[src/rtl/mantissa_signed_add_pipe.sv]
// Two-stage signed-magnitude mantissa adder with valid/ready on both ends.
// S1 applies signs (two's complement), S2 adds and returns to sign-magnitude.
module mantissa_signed_add_pipe #(
    parameter int MANT_W = 24
) (
    input  logic              clk,
    input  logic              rst,
    input  logic              in_valid,
    output logic              in_ready,
    input  logic              sign_a,
    input  logic              sign_b,
    input  logic              sub,
    input  logic [MANT_W-1:0] mant_a,
    input  logic [MANT_W-1:0] mant_b,
    output logic              out_valid,
    input  logic              out_ready,
    output logic              out_sign,
    output logic [MANT_W:0]   out_mant,
    output logic              out_zero
);
    localparam int XW = MANT_W + 2;

    logic              eb;
    logic              diff_d;
    logic [XW-1:0]     ext_a;
    logic [XW-1:0]     ext_b;
    logic [XW-1:0]     op_a_d;
    logic [XW-1:0]     op_b_d;

    logic              s1_valid_q;
    logic              s1_diff_q;
    logic              s1_sign_q;
    logic [XW-1:0]     s1_a_q;
    logic [XW-1:0]     s1_b_q;

    logic              s2_valid_q;
    logic              s2_adv;
    logic              s1_adv;

    logic [XW-1:0]     sum;
    logic [MANT_W:0]   neg_mant;
    logic              out_sign_d;
    logic [MANT_W:0]   out_mant_d;
    logic              out_zero_d;
    logic              out_sign_q;
    logic [MANT_W:0]   out_mant_q;
    logic              out_zero_q;

    assign s2_adv   = ~s2_valid_q | out_ready;
    assign s1_adv   = ~s1_valid_q | s2_adv;
    assign in_ready = s1_adv & ~rst;

    // With differing signs exactly one operand is negative: A if sign_a,
    // otherwise B (its effective sign is then 1).
    always_comb begin
        eb     = sign_b ^ sub;
        diff_d = sign_a ^ eb;
        ext_a  = {2'b00, mant_a};
        ext_b  = {2'b00, mant_b};
        op_a_d = ext_a;
        op_b_d = ext_b;
        if (diff_d) begin
            if (sign_a) begin
                op_a_d = -ext_a;
            end else begin
                op_b_d = -ext_b;
            end
        end
    end

    always_comb begin
        sum        = s1_a_q + s1_b_q;
        neg_mant   = -sum[MANT_W:0];
        out_sign_d = s1_sign_q;
        out_mant_d = sum[MANT_W:0];
        if (s1_diff_q) begin
            out_sign_d = sum[XW-1];
            if (sum[XW-1]) begin
                out_mant_d = neg_mant;
            end
        end
        out_zero_d = (out_mant_d == '0);
    end

    always_ff @(posedge clk) begin
        if (rst) begin
            s1_valid_q <= 1'b0;
            s2_valid_q <= 1'b0;
            out_sign_q <= 1'b0;
            out_mant_q <= '0;
            out_zero_q <= 1'b0;
        end else begin
            if (s1_adv) begin
                s1_valid_q <= in_valid;
            end
            if (s2_adv) begin
                s2_valid_q <= s1_valid_q;
            end
            if (s2_adv && s1_valid_q) begin
                out_sign_q <= out_sign_d;
                out_mant_q <= out_mant_d;
                out_zero_q <= out_zero_d;
            end
        end
    end

    // Operand registers are qualified by s1_valid_q, so they need no reset.
    always_ff @(posedge clk) begin
        if (s1_adv && in_valid) begin
            s1_a_q    <= op_a_d;
            s1_b_q    <= op_b_d;
            s1_diff_q <= diff_d;
            s1_sign_q <= sign_a;
        end
    end

    assign out_valid = s2_valid_q;
    assign out_sign  = out_sign_q;
    assign out_mant  = out_mant_q;
    assign out_zero  = out_zero_q;

endmodule

[config.mk]
export PLATFORM = sky130hd
export DESIGN_NAME = mantissa_signed_add_pipe
export DESIGN_NICKNAME = d
export VERILOG_FILES = /design/src/rtl/mantissa_signed_add_pipe.sv
export SDC_FILE = /design/constraint.sdc
export NUM_CORES = 1
export LEC_CHECK = 0
export CORE_ASPECT_RATIO = 0.6
export CORE_MARGIN = 3
export CORE_UTILIZATION = 25
export DETAILED_ROUTE_END_ITERATION = 7
export PLACE_DENSITY = 0.49
export SYNTH_ARGS = -nofsm -noshare
export SYNTH_HDL_FRONTEND = slang
export SYNTH_SLANG_ARGS = --single-unit
export TNS_END_PERCENT = 10
[constraint.sdc]
create_clock -name clk -period 7.05 [get_ports clk]
set_input_delay 1.7625 -clock clk [delete_from_list [all_inputs] [get_ports clk]]
set_output_delay 1.7625 -clock clk [all_outputs]
set_load 0.02 [all_outputs]
==> results.tsv <==
stage	metric	value	unit
synth	syn-cell-area	0.00606	sq mm
drt	dr_total_vias	5274	
die	die_w	207	microns
drt	ant_nets	0	
synth	yosysSeqAreaShare	0.363	
die	start_util	0.258	
global_route	grt_use_met3	0.0403	
worst_setup_path	worstPathMaxFanout	6	
global_route	grt_pass1_vias	5072	
synth	synth_cells	689	
sta	finalSetupTns	0	ps
clocking	clk_path_buf_depth	2	
worst_setup_path	worstSetupStartpointType	input port	
worst_setup_path	r2r_slack	2210	ps
power	ir_drop	0.123	mV
global_route	met1_usage	0.208	
sta	final_max_slew_viol_count	0	
sta	finClkSkew	7.12	ps
clocking	hold_buffers	0	
worst_setup_path	crit_required	5290	ps
global_route	grt_max_degree	55	
synth	synth_seq_cells	83	
power	p_leak	2.74	nW
worst_setup_path	crit_slowest_cell	clkdlybuf4s50_1	
final_layout	layout-drive-gt1-share	0.0534	
sta	worst_slew_pin_slew	1120	ps
final_layout	finalInstanceArea	0.00753	sq mm
placed_design	gp_congestion	0.801	
global_route	busiest_layer	met1	
die	num_rows	43	
synth	synth_top_flop_cell	edfxtp_1	
sta	rsz0062_at_grt	no	
final_layout	antenna_cells	0	
synth	synthArstFlopShare	0	
clocking	postCtsSetupBuffers	0	
drt	via_per_inst	4.87	
worst_setup_path	critPathMaxStageDelay	550	ps
global_route	grt_pass1_wl	27.5	mm
sta	finalSetupViolCount	0	
sta	period_needed	5040	ps
worst_setup_path	cp-end-kind	primary output	
placed_design	hpwl	13.5	mm
synth	synth_edf_count	54	
outcome	outcome	finished, final reports clean	
global_route	grt_usage	0.134	
drt	drt_wl_total	17.1	mm
drt	dr.pass1.iters	5	
die	ios	84	
synth	synth_nets	775	
synth	avgSynthCellArea	8.79	sq um
clocking	post_cts_resized	0	
min_path	hp-class	flip-flop to flip-flop	
placed_design	placed_area	0.00724	sq mm
die	die_h	127	microns
clocking	clkLatencyLatePin	370	ps
clocking	cts_buffers	9	
final_layout	syn_to_final_growth	24.3	%
sta	finalCritPeriodShare	0.714	
final_layout	layout.nets	849	
worst_setup_path	worst_ep_arrival_time	3270	ps
worst_setup_path	worstPathCellList	clkdlybuf4s50_1, nor2b_1, a21oi_1, clkdlybuf4s50_1	
global_route	antenna_found_initial	0	
clocking	htreeDepth	3	
sta	relSlewSlack	0.250	
placed_design	io_buffers	83	
die	fp.dieArea	0.0262	sq mm
worst_setup_path	critical_path_class	input port to primary output	
sta	hold_viol	0	
drt	first_iter_violations	300	
sta	fmax	199	MHz
drt	wl_per_cell	15.8	microns
global_route	grt_use_met2	0.182	
global_route	gr-total-overflow	0	
synth	synthDistinctLibCells	69	
job	maxCapViolations	0	
power	cellPowerDensity	249	mW/mm^2
clocking	root_buffer	clkbuf_16	
worst_setup_path	crit_top_cell	clkdlybuf4s50_1	
clocking	clkTransAtPathRegs	60	ps
clocking	cts.sinks	83	
drt	drcViolationCount	0	
die	coreArea	0.0235	sq mm
synth	yosysWarnings	0	
clocking	cts_tree	yes	
-- cell type report --
type	instances	area [sq um]
clock buffers	10	229
clock inverters	6	56.3
fillers	2511	15900
inverters	29	109
multi-input cells	551	3660
flip-flops and latches	83	2200
well taps	315	394
repair buffers	89	876
-- critical path, delay by kind of cell --
family | cells | cell delay [ps]
compound gates | 1 | 140
buf+inv | 2 | 950
simple gates | 1 | 410
-- power by group --
| part | internal [mW] | switching, mW |
|---|---|---|
| Clock | 0.270 | 0.199 |
| Combinational | 0.319 | 0.481 |
| Sequential | 0.581 | 0.0224 |
| Total | 1.17 | 0.703 |
-- routing by layer --
layer  up-vias  share of wire
met5         -              0
met3        10          0.047
met2        86           0.39
met1      2500           0.56
met4         0         0.0077
li1       2678              -
-- final timing paths --
kind,cells after the start,endpoint,startpoint
setup / recovery,4,in_ready,out_ready
hold / removal,2,out_mant[7]$_SDFFE_PP0P_,out_mant[7]$_SDFFE_PP0P_
setup reg to reg,14,out_zero$_SDFFE_PP0P_,s1_a_q[0]$_DFFE_PP_
hold reg to reg,2,out_mant[7]$_SDFFE_PP0P_,out_mant[7]$_SDFFE_PP0P_
-- sequential cells by signal, summed over array words and instances (netlist names) --
name / cells
out_zero: 1
s1_a_q: 26
s1_b_q: 26
s1_valid_q: 1
out_sign: 1
s1_sign_q: 1
out_mant: 25
out_valid: 1
s1_diff_q: 1
-- cell usage after synthesis (all sizes together) (2+ instances only) --
master    n  share of area
edfxtp   54           0.27
nand3b    3         0.0037
nand3     6         0.0050
a21o      6         0.0074
nand2    49          0.031
a211o     3         0.0043
xor2     45          0.065
mux2      2         0.0037
or2       2         0.0021
o2111ai   2         0.0029
clkbuf   22          0.014
nor3b     2         0.0033
xnor2    40          0.058
o21a      8         0.0099
a41oi     3         0.0043
o211a     3         0.0050
nand4b    2         0.0029
o211ai    6         0.0074
a21boi    4         0.0050
mux2i     2         0.0033
o31ai     4         0.0058
nor4     15          0.017
and2     10          0.010
o32a      2         0.0033
a2111oi   3         0.0054
o21ai    31          0.026
a221o     2         0.0033
nor2b     5         0.0052
nand2b    8         0.0083
dfxtp    29          0.096
nor2     84          0.053
a311oi    4         0.0058
o41ai     2         0.0029
buf       4         0.0041
inv      29          0.018
nor3     27          0.023
a31oi    12          0.012
or4       2         0.0025
nand4     8         0.0083
o21bai    2         0.0025
or3       9         0.0093
ha       30          0.062
a211oi   21          0.030
a21oi    63          0.055
and3      9         0.0093
-- stage by stage --
step | setup WS [ps] | util | cells | power (mW) | hold WS, ps
2_1_floorplan | 703 | - | 689 | 1.18 | 505
3_3_place_gp | 2030 | 0.309 | 1067 | 1.41 | 445
3_5_place_dp | 1990 | 0.309 | 1067 | 1.41 | 449
4_1_cts | 1990 | 0.321 | 1083 | 1.89 | 457
5_1_grt | 1860 | 0.321 | 1083 | 2.01 | 484
6_report | 2010 | 0.321 | 1083 | 1.87 | 456
-- placed cells by master, fill, tap and decap left out, types with 4 or more instances in the layout --
cell type / count
nand2_1: 48
o21a_1: 8
a311oi_1: 4
nand3_1: 6
xor2_1: 45
edfxtp_1: 54
a31oi_1: 12
inv_1: 29
ha_1: 30
nand4_1: 8
or3_1: 9
nor3_1: 26
clkdlybuf4s50_1: 83
o211ai_1: 6
o21ai_1: 4
a21oi_1: 60
nor2b_1: 4
and2_1: 10
clkbuf_16: 9
a21o_1: 6
and3_1: 9
nor4_1: 14
a211oi_1: 18
xnor2_1: 40
nand2b_1: 8
nor2_1: 82
buf_4: 6
dfxtp_1: 29
o21ai_0: 27
-- kinds of logic after synthesis --
logic type	share of synthesized area
fa+ha+maj	0.0653
buf+inv	0.0357
mux	0.00702
simple gates	0.196
xor+xnor	0.123
compound gates	0.209
flops	0.363
Note: power is estimated with default switching activity, not from simulation.
